--- src/rtl/common_params.sv ---
// Shared constants, FSM encoding and arithmetic helpers for the dual-antenna
// power trigger.
package common_params;

    localparam int MAG_W  = 17;
    localparam int CNT_W  = 8;
    localparam int SKIP_W = 16;

    typedef enum logic [1:0] {
        ST_IDLE      = 2'd0,
        ST_ARMED     = 2'd1,
        ST_TRIGGERED = 2'd2,
        ST_HOLD      = 2'd3
    } trig_state_e;

    // One guard bit above the component width keeps |most negative| exact.
    function automatic logic [MAG_W-1:0] abs_mag(input logic signed [MAG_W-1:0] v);
        logic [MAG_W-1:0] neg_v;
        neg_v = -v;
        if (v[MAG_W-1]) begin
            abs_mag = neg_v;
        end else begin
            abs_mag = v;
        end
    endfunction

    function automatic logic [CNT_W-1:0] sat_inc(input logic [CNT_W-1:0] c);
        if (c == 8'hFF) begin
            sat_inc = c;
        end else begin
            sat_inc = c + 8'd1;
        end
    endfunction

endpackage

--- src/rtl/power_trigger_chan.sv ---
// One antenna: |I|+|Q| magnitude, windowed moving average and the
// IDLE/ARMED/TRIGGERED/HOLD hysteresis FSM.
module power_trigger_chan
    import common_params::*;
#(
    parameter int IQ_DATA_WIDTH = 16,
    parameter int WINDOW_LOG2   = 4
) (
    input  logic                       clock,
    input  logic                       reset,
    input  logic                       enable,
    input  logic                       sample_valid,
    input  logic [2*IQ_DATA_WIDTH-1:0] data_in,
    input  logic [MAG_W-1:0]           power_thres,
    input  logic [CNT_W-1:0]           min_above,
    input  logic [CNT_W-1:0]           min_below,
    output logic                       power_trigger,
    output logic [MAG_W-1:0]           avg_mag,
    output logic [MAG_W-1:0]           avg_mag_nxt
);

    localparam int SUM_W = MAG_W + WINDOW_LOG2;
    localparam int DEPTH = 1 << WINDOW_LOG2;

    logic signed [IQ_DATA_WIDTH-1:0] i_s;
    logic signed [IQ_DATA_WIDTH-1:0] q_s;
    logic [MAG_W-1:0]                mag_s;
    logic [MAG_W-1:0]                mag_r;
    logic                            mag_vld_r;
    logic [MAG_W-1:0]                ring_r [DEPTH];
    logic [WINDOW_LOG2-1:0]          wr_ptr_r;
    logic [SUM_W-1:0]                sum_r;
    logic [SUM_W-1:0]                sum_nxt_s;
    logic                            sum_vld_r;
    trig_state_e                     state_r;
    trig_state_e                     state_nxt_s;
    logic [CNT_W-1:0]                cnt_r;
    logic [CNT_W-1:0]                cnt_nxt_s;
    logic [CNT_W-1:0]                cnt_inc_s;
    logic [CNT_W-1:0]                min_above_s;
    logic [CNT_W-1:0]                min_below_s;
    logic                            eval_s;
    logic                            above_s;
    logic                            trig_r;

    assign i_s   = data_in[2*IQ_DATA_WIDTH-1:IQ_DATA_WIDTH];
    assign q_s   = data_in[IQ_DATA_WIDTH-1:0];
    assign mag_s = abs_mag(MAG_W'(i_s)) + abs_mag(MAG_W'(q_s));

    // Stage 1: register the magnitude of the accepted sample.
    always_ff @(posedge clock or negedge reset) begin
        if (!reset) begin
            mag_r     <= '0;
            mag_vld_r <= 1'b0;
        end else if (enable) begin
            mag_vld_r <= sample_valid;
            if (sample_valid) begin
                mag_r <= mag_s;
            end
        end
    end

    // Running sum: add the newest magnitude, drop the entry it overwrites.
    always_comb begin
        sum_nxt_s = sum_r;
        if (enable && mag_vld_r) begin
            sum_nxt_s = sum_r + SUM_W'(mag_r) - SUM_W'(ring_r[wr_ptr_r]);
        end else begin
            sum_nxt_s = sum_r;
        end
    end

    // Stage 2: ring buffer write and pointer advance.
    always_ff @(posedge clock or negedge reset) begin
        if (!reset) begin
            for (int i = 0; i < DEPTH; i++) begin
                ring_r[i] <= '0;
            end
            wr_ptr_r <= '0;
        end else if (enable && mag_vld_r) begin
            ring_r[wr_ptr_r] <= mag_r;
            wr_ptr_r         <= wr_ptr_r + 1'b1;
        end
    end

    // Stage 2: running sum register and its valid flag.
    always_ff @(posedge clock or negedge reset) begin
        if (!reset) begin
            sum_r     <= '0;
            sum_vld_r <= 1'b0;
        end else if (enable) begin
            sum_r     <= sum_nxt_s;
            sum_vld_r <= mag_vld_r;
        end
    end

    assign avg_mag     = sum_r[SUM_W-1:WINDOW_LOG2];
    assign avg_mag_nxt = sum_nxt_s[SUM_W-1:WINDOW_LOG2];

    assign eval_s      = enable & sum_vld_r;
    assign above_s     = (avg_mag > power_thres);
    assign min_above_s = (min_above == 8'd0) ? 8'd1 : min_above;
    assign min_below_s = (min_below == 8'd0) ? 8'd1 : min_below;
    assign cnt_inc_s   = sat_inc(cnt_r);

    // Hysteresis FSM: one step per evaluated sample, thresholds read live.
    always_comb begin
        state_nxt_s = state_r;
        cnt_nxt_s   = cnt_r;
        if (eval_s) begin
            case (state_r)
                ST_IDLE: begin
                    if (above_s) begin
                        if (min_above_s <= 8'd1) begin
                            state_nxt_s = ST_TRIGGERED;
                            cnt_nxt_s   = 8'd0;
                        end else begin
                            state_nxt_s = ST_ARMED;
                            cnt_nxt_s   = 8'd1;
                        end
                    end else begin
                        cnt_nxt_s = 8'd0;
                    end
                end
                ST_ARMED: begin
                    if (above_s) begin
                        if (cnt_inc_s >= min_above_s) begin
                            state_nxt_s = ST_TRIGGERED;
                            cnt_nxt_s   = 8'd0;
                        end else begin
                            cnt_nxt_s = cnt_inc_s;
                        end
                    end else begin
                        state_nxt_s = ST_IDLE;
                        cnt_nxt_s   = 8'd0;
                    end
                end
                ST_TRIGGERED: begin
                    if (above_s) begin
                        cnt_nxt_s = 8'd0;
                    end else if (min_below_s <= 8'd1) begin
                        state_nxt_s = ST_IDLE;
                        cnt_nxt_s   = 8'd0;
                    end else begin
                        state_nxt_s = ST_HOLD;
                        cnt_nxt_s   = 8'd1;
                    end
                end
                ST_HOLD: begin
                    if (above_s) begin
                        state_nxt_s = ST_TRIGGERED;
                        cnt_nxt_s   = 8'd0;
                    end else if (cnt_inc_s >= min_below_s) begin
                        state_nxt_s = ST_IDLE;
                        cnt_nxt_s   = 8'd0;
                    end else begin
                        cnt_nxt_s = cnt_inc_s;
                    end
                end
                default: begin
                    state_nxt_s = ST_IDLE;
                    cnt_nxt_s   = 8'd0;
                end
            endcase
        end else begin
            state_nxt_s = state_r;
            cnt_nxt_s   = cnt_r;
        end
    end

    // Stage 3: FSM state, counter and registered trigger.
    always_ff @(posedge clock or negedge reset) begin
        if (!reset) begin
            state_r <= ST_IDLE;
            cnt_r   <= 8'd0;
            trig_r  <= 1'b0;
        end else begin
            state_r <= state_nxt_s;
            cnt_r   <= cnt_nxt_s;
            trig_r  <= (state_nxt_s == ST_TRIGGERED) || (state_nxt_s == ST_HOLD);
        end
    end

    assign power_trigger = trig_r;

endmodule

--- src/rtl/dual_power_trigger.sv ---
// Two-antenna power trigger: shared start-up skip counter, two identical
// channels and a registered stronger-antenna flag.
module dual_power_trigger
    import common_params::*;
#(
    parameter int IQ_DATA_WIDTH = 16,
    parameter int WINDOW_LOG2   = 4
) (
    input  logic                       clock,
    input  logic                       reset,
    input  logic                       enable,
    input  logic [2*IQ_DATA_WIDTH-1:0] data_ant1_in,
    input  logic [2*IQ_DATA_WIDTH-1:0] data_ant2_in,
    input  logic                       data_in_strobe,
    input  logic [MAG_W-1:0]           power_thres,
    input  logic [CNT_W-1:0]           min_above,
    input  logic [CNT_W-1:0]           min_below,
    input  logic [SKIP_W-1:0]          power_skip,
    output logic                       power_trigger_1,
    output logic                       power_trigger_2,
    output logic [MAG_W-1:0]           avg_mag_1,
    output logic [MAG_W-1:0]           avg_mag_2,
    output logic                       stronger_ant
);

    logic [SKIP_W-1:0] skip_cnt_r;
    logic              strobe_s;
    logic              skip_done_s;
    logic              accept_s;
    logic [MAG_W-1:0]  avg_nxt_1_s;
    logic [MAG_W-1:0]  avg_nxt_2_s;
    logic              stronger_r;

    assign strobe_s    = enable & data_in_strobe;
    assign skip_done_s = (skip_cnt_r >= power_skip);
    assign accept_s    = strobe_s & skip_done_s;

    // Counts discarded start-up samples; stops once the skip quota is met.
    always_ff @(posedge clock or negedge reset) begin
        if (!reset) begin
            skip_cnt_r <= 16'd0;
        end else if (strobe_s && !skip_done_s) begin
            skip_cnt_r <= skip_cnt_r + 16'd1;
        end
    end

    power_trigger_chan #(
        .IQ_DATA_WIDTH (IQ_DATA_WIDTH),
        .WINDOW_LOG2   (WINDOW_LOG2)
    ) u_chan_1 (
        .clock         (clock),
        .reset         (reset),
        .enable        (enable),
        .sample_valid  (accept_s),
        .data_in       (data_ant1_in),
        .power_thres   (power_thres),
        .min_above     (min_above),
        .min_below     (min_below),
        .power_trigger (power_trigger_1),
        .avg_mag       (avg_mag_1),
        .avg_mag_nxt   (avg_nxt_1_s)
    );

    power_trigger_chan #(
        .IQ_DATA_WIDTH (IQ_DATA_WIDTH),
        .WINDOW_LOG2   (WINDOW_LOG2)
    ) u_chan_2 (
        .clock         (clock),
        .reset         (reset),
        .enable        (enable),
        .sample_valid  (accept_s),
        .data_in       (data_ant2_in),
        .power_thres   (power_thres),
        .min_above     (min_above),
        .min_below     (min_below),
        .power_trigger (power_trigger_2),
        .avg_mag       (avg_mag_2),
        .avg_mag_nxt   (avg_nxt_2_s)
    );

    // Compare the averages about to be registered so the flag lands with them.
    always_ff @(posedge clock or negedge reset) begin
        if (!reset) begin
            stronger_r <= 1'b0;
        end else begin
            stronger_r <= (avg_nxt_2_s > avg_nxt_1_s);
        end
    end

    assign stronger_ant = stronger_r;

endmodule

--- config.mk ---
export PLATFORM = sky130hd
export DESIGN_NAME = dual_power_trigger
export DESIGN_NICKNAME = d
export VERILOG_FILES = /design/src/rtl/common_params.sv /design/src/rtl/power_trigger_chan.sv /design/src/rtl/dual_power_trigger.sv
export SDC_FILE = /design/constraint.sdc
export NUM_CORES = 2
export LEC_CHECK = 0
export CORE_UTILIZATION = 40
export CTS_CLUSTER_SIZE = 24
export DETAILED_ROUTE_END_ITERATION = 6
export GPL_TIMING_DRIVEN = 0
export SKIP_CTS_REPAIR_TIMING = 1
export SLEW_MARGIN = 10
export SYNTH_ARGS = -nofsm -noshare
export SYNTH_HDL_FRONTEND = slang
export SYNTH_SLANG_ARGS = --single-unit
--- constraint.sdc ---
create_clock -name clock -period 5.69 [get_ports clock]
set_clock_uncertainty 0.2 [all_clocks]
set_input_delay 0.569 -clock clock [delete_from_list [all_inputs] [get_ports clock]]
set_output_delay 0.569 -clock clock [all_outputs]
set_load 0.01 [all_outputs]
==> metrics.md <==
| Metric | Value |
|---|---|
| Run status | `finished with violations` |
| Failing checks | `negative setup slack` |
| Area post-placement | `0.04054 mm^2` |
| Clk Latency, worst-skew pair | `620 ps` |
| TritonCTS clock tree | `yes` |
| Least-Margin Pin Slew | `about 1300 ps` |
| Initial DRC count | `1593` |
| Total wire length | `98940 um` |
| Detail Route Antenna Nets | `0` |
| Inst Count DP | `4583` |
| Hold Path Origin | `u_chan_2.ring_r[258]$_DFFE_PN0P_` |
| Hold crit path type | `flop to flop` |
| Die Y | `307.3 um` |
| Row count | `between 100 and 150` |
| Leak | `20.56 nW` |
| Final hold viol count | `0` |
| Max Cap Viol | `0` |
| H-tree levels | `3` |
| Final worst-path cycle share | `105.8%` |
| Adder-cell share of the synthesized area | `8.244%` |
| Hold path depth | `2` |
| Initial antenna violation count | `1` |
| Post-synthesis compound-gate area fraction | `8.472%` |
| Pre-CTS setup slack | `-1362 ps` |
| Starting Density | `40.54%` |
| Reg-to-Reg Start | `u_chan_1.wr_ptr_r[0]$_DFFE_PN0P_` |
| Share of layout cells above drive strength 1 | `between 20% and 30%` |
| Total track usage | `between 20% and 30%` |
| Max-slew headroom | `between 15 and 20%` |
| Hold slack | `272.7 ps` |
| CTS buffer count | `73` |
| Worst setup EP type | `flop` |
| Clock Sinks | `between 600 and 700` |
| DR WL/cell | `20.79 um` |
| PortBufs | `about 150` |
| Fillers | `a little over 8000` |
| Setup violations, final | `1` |
| Vias per Instance | `5.354` |
| Design area | `0.04403 mm^2` |
| Post-Syn Area per Cell | `between 10 and 15 um^2` |
| Final std cells w/o fill | `between 4000 and 5000` |
| Post-detail-place hpwl | `73140 um` |
| CP most frequent cell | `ha_1` |
| Clock slew at reported path FFs | `60 ps` |
| RSZ-0062 raised after global routing | `yes` |
| Core area | `0.09194 mm^2` |
| Critical Path Stages | `26` |
| Crit path max-delay family | `compound AO/OA/AOI/OAI gates` |
| Die width | `roughly 310 um` |
| CTS Buffer Depth | `3` |
| Area of the multi-input gates | `between 0.015 and 0.02 mm^2` |
| Register area share after synthesis | `between 40% and 50%` |
| Die Footprint | `0.09442 mm^2` |
| Pin count of the biggest net entering global routing | `110` |
| Setup_tns | `-332.5 ps` |
| Buf/Inv on CP | `6` |
| R2R depth | `26` |
| Power per cell area | `268.5 mW/mm^2` |
| CTS root buf | `clkbuf_16` |
| # DRC | `0` |
| Vias | `25480` |
| Combinational family with the most area after synthesis | `multiplexers` |
| Global-route wire length before repair | `between 150000 and 200000 um` |
| Hold Path End | `u_chan_2.ring_r[258]$_DFFE_PN0P_` |
| 1st-pass router iterations | `7` |
| Final GP Congestion | `0.8365` |
| Mux cell area share after synthesis | `23.09%` |
| Seq cells post-synth | `669` |
| I/O pins | `154` |
| CP arrival | `about 6300 ps` |
| Crit-path max FO | `5` |
| Commonest cells after routing, fill and taps aside | `dfrtp_1, mux2_2, nand2_1` |
| Predominant post-synthesis flop cell | `dfrtp_1` |
| Synth-to-layout area growth | `18.10%` |
| Max Freq | `roughly 170 MHz` |
| Final nets | `around 3800` |
| Most common cell after layout, fill and taps aside | `dfrtp_1` |
| R2R Setup Slk | `-330 ps` |
| Number of global-route vias before repair | `25630` |
| Max-slew violations | `0` |
| Largest stage delay on the critical path | `530 ps` |
| Post-synth ARST share | `100.0%` |
| Number of enable flip-flop cells after synthesis | `0` |
| Synth Instances | `3182` |
| Reg area | `0.01675 mm^2` |
| Syn. warnings | `0` |
| Max VDD drop | `0.1965 mV` |
| Synth Cell Area | `0.03728 mm^2` |
| Final min period | `6022 ps` |
| Post-synth cell types | `between 60 and 70` |
| Slowest cell on the critical path | `mux4_2` |
| Grt total ovfl | `0` |
| Req. time, crit path | `5970 ps` |
| Worst Slack Setup Final | `-332.5 ps` |
| R2R Path End | `stronger_ant$_DFF_PN0_` |
| Synth Area in Simple Gates | `7.263%` |
| Synth Area in XOR/XNOR | `3.266%` |
| Startpoint Class | `flop` |
| Syn Nets | `3523` |
| WS Path Type | `flop to flop` |
==> cell type report <==
cell class	count	area share, %
clock inverter	24	0.5513
timing repair buffer	214	5.039
clock buffer	99	4.715
antenna	1	0.005684
sequential	669	38.04
multi-input combinational	2078	43.52
tap	1243	3.533
inverter	242	2.063
buffer	189	2.541
==> flip-flops by register name, summed over array words and instances (netlist names) <==
register / flops
u_chan_1.cnt_r: 8
u_chan_2.mag_r: 17
u_chan_1.power_trigger: 1
u_chan_1.state_r: 2
u_chan_1.sum_r: 21
stronger_ant: 1
u_chan_2.state_r: 2
u_chan_1.wr_ptr_r: 4
u_chan_1.sum_vld_r: 1
u_chan_2.power_trigger: 1
u_chan_2.cnt_r: 8
u_chan_1.mag_r: 17
skip_cnt_r: 16
u_chan_2.ring_r: 272
u_chan_1.ring_r: 272
u_chan_2.wr_ptr_r: 4
u_chan_2.sum_r: 21
u_chan_1.mag_vld_r: 1
==> metrics by stage <==
step	util, %	power [mW]
after CTS	46.62	11.66
after global placement	43.91	6.946
after detailed placement	44.10	6.965
after global routing	47.88	12.35
final	47.89	11.82
after floorplan	-	6.273
==> metal layers <==
layer / global-route usage [%] / vias up / routed length, um
met1: 30.53 / 12930 / 46060
met5: 0 / - / 0
met4: 6.086 / 0 / 2329
met2: 32.50 / 604 / 44820
li1: - / 11830 / -
met3: 3.854 / 120 / 5728
==> logic make-up after synthesis <==
logic type | Yosys count
fa+ha+maj | 224
buf+inv | 435
compound gates | 522
xor+xnor | 139
simple gates | 598
mux | 595
flops | 669
==> report_power, final <==
group	internal, mW	total, mW	switching, mW
registers	4.82	4.92	0.0974
logic	1.05	2.22	1.18
clock network	2.73	4.68	1.95
total	8.60	11.8	3.22
==> worst reg2reg max path: stages (launching register included) <==
cell and delay [ps]:
dfrtp_2 440, buf_6 150, buf_12 120, buf_4 120, mux4_2 530, mux4_2 530
ha_1 300, inv_1 40, ha_1 180, inv_1 80, fa_2 200, nand2b_4 140
a21oi_4 70, nor4_4 280, o21ai_2 140, o41ai_4 460, buf_4 190, o21bai_1 70
a211oi_2 190, nor2_1 70, mux2i_2 220, ha_1 200, nand4_1 140, a221o_1 310
a21oi_2 160, a211oi_2 60, a41oi_2 300
==> worst max path at each step <==
stage / startpoint / endpoint / slack [ps]
2_1_floorplan: u_chan_1.wr_ptr_r[0]$_DFFE_PN0P_ / stronger_ant$_DFF_PN0_ / 60
3_3_place_gp: reset / u_chan_1.mag_r[10]$_DFFE_PN0P_ / -27440
3_5_place_dp: u_chan_2.wr_ptr_r[1]$_DFFE_PN0P_ / stronger_ant$_DFF_PN0_ / -1360
4_1_cts: u_chan_2.wr_ptr_r[1]$_DFFE_PN0P_ / stronger_ant$_DFF_PN0_ / -1430
5_1_grt: u_chan_1.wr_ptr_r[0]$_DFFE_PN0P_ / stronger_ant$_DFF_PN0_ / -510
6_report: u_chan_1.wr_ptr_r[0]$_DFFE_PN0P_ / stronger_ant$_DFF_PN0_ / -330
==> cell usage after synthesis, types with 23 or more instances <==
cell	number	area, um^2
dfrtp_1	669	16740
mux2_2	418	4707
nand2_1	304	1141
o21ai_0	270	1351
inv_1	242	908.4
ha_1	188	2352
mux4_2	170	3829
clkbuf_1	126	473.0
xnor2_1	100	875.8
nor2_1	87	326.6
a21oi_1	68	340.3
a21o_1	51	382.9
nand3_1	44	220.2
xor2_1	39	341.6
fa_1	36	720.7
nand2b_1	35	219.0
buf_4	34	255.2
nor3_1	30	150.1
o21a_1	24	180.2
nand4_1	23	143.9
o31ai_1	23	172.7
Note: power is estimated with default switching activity, not from simulation.
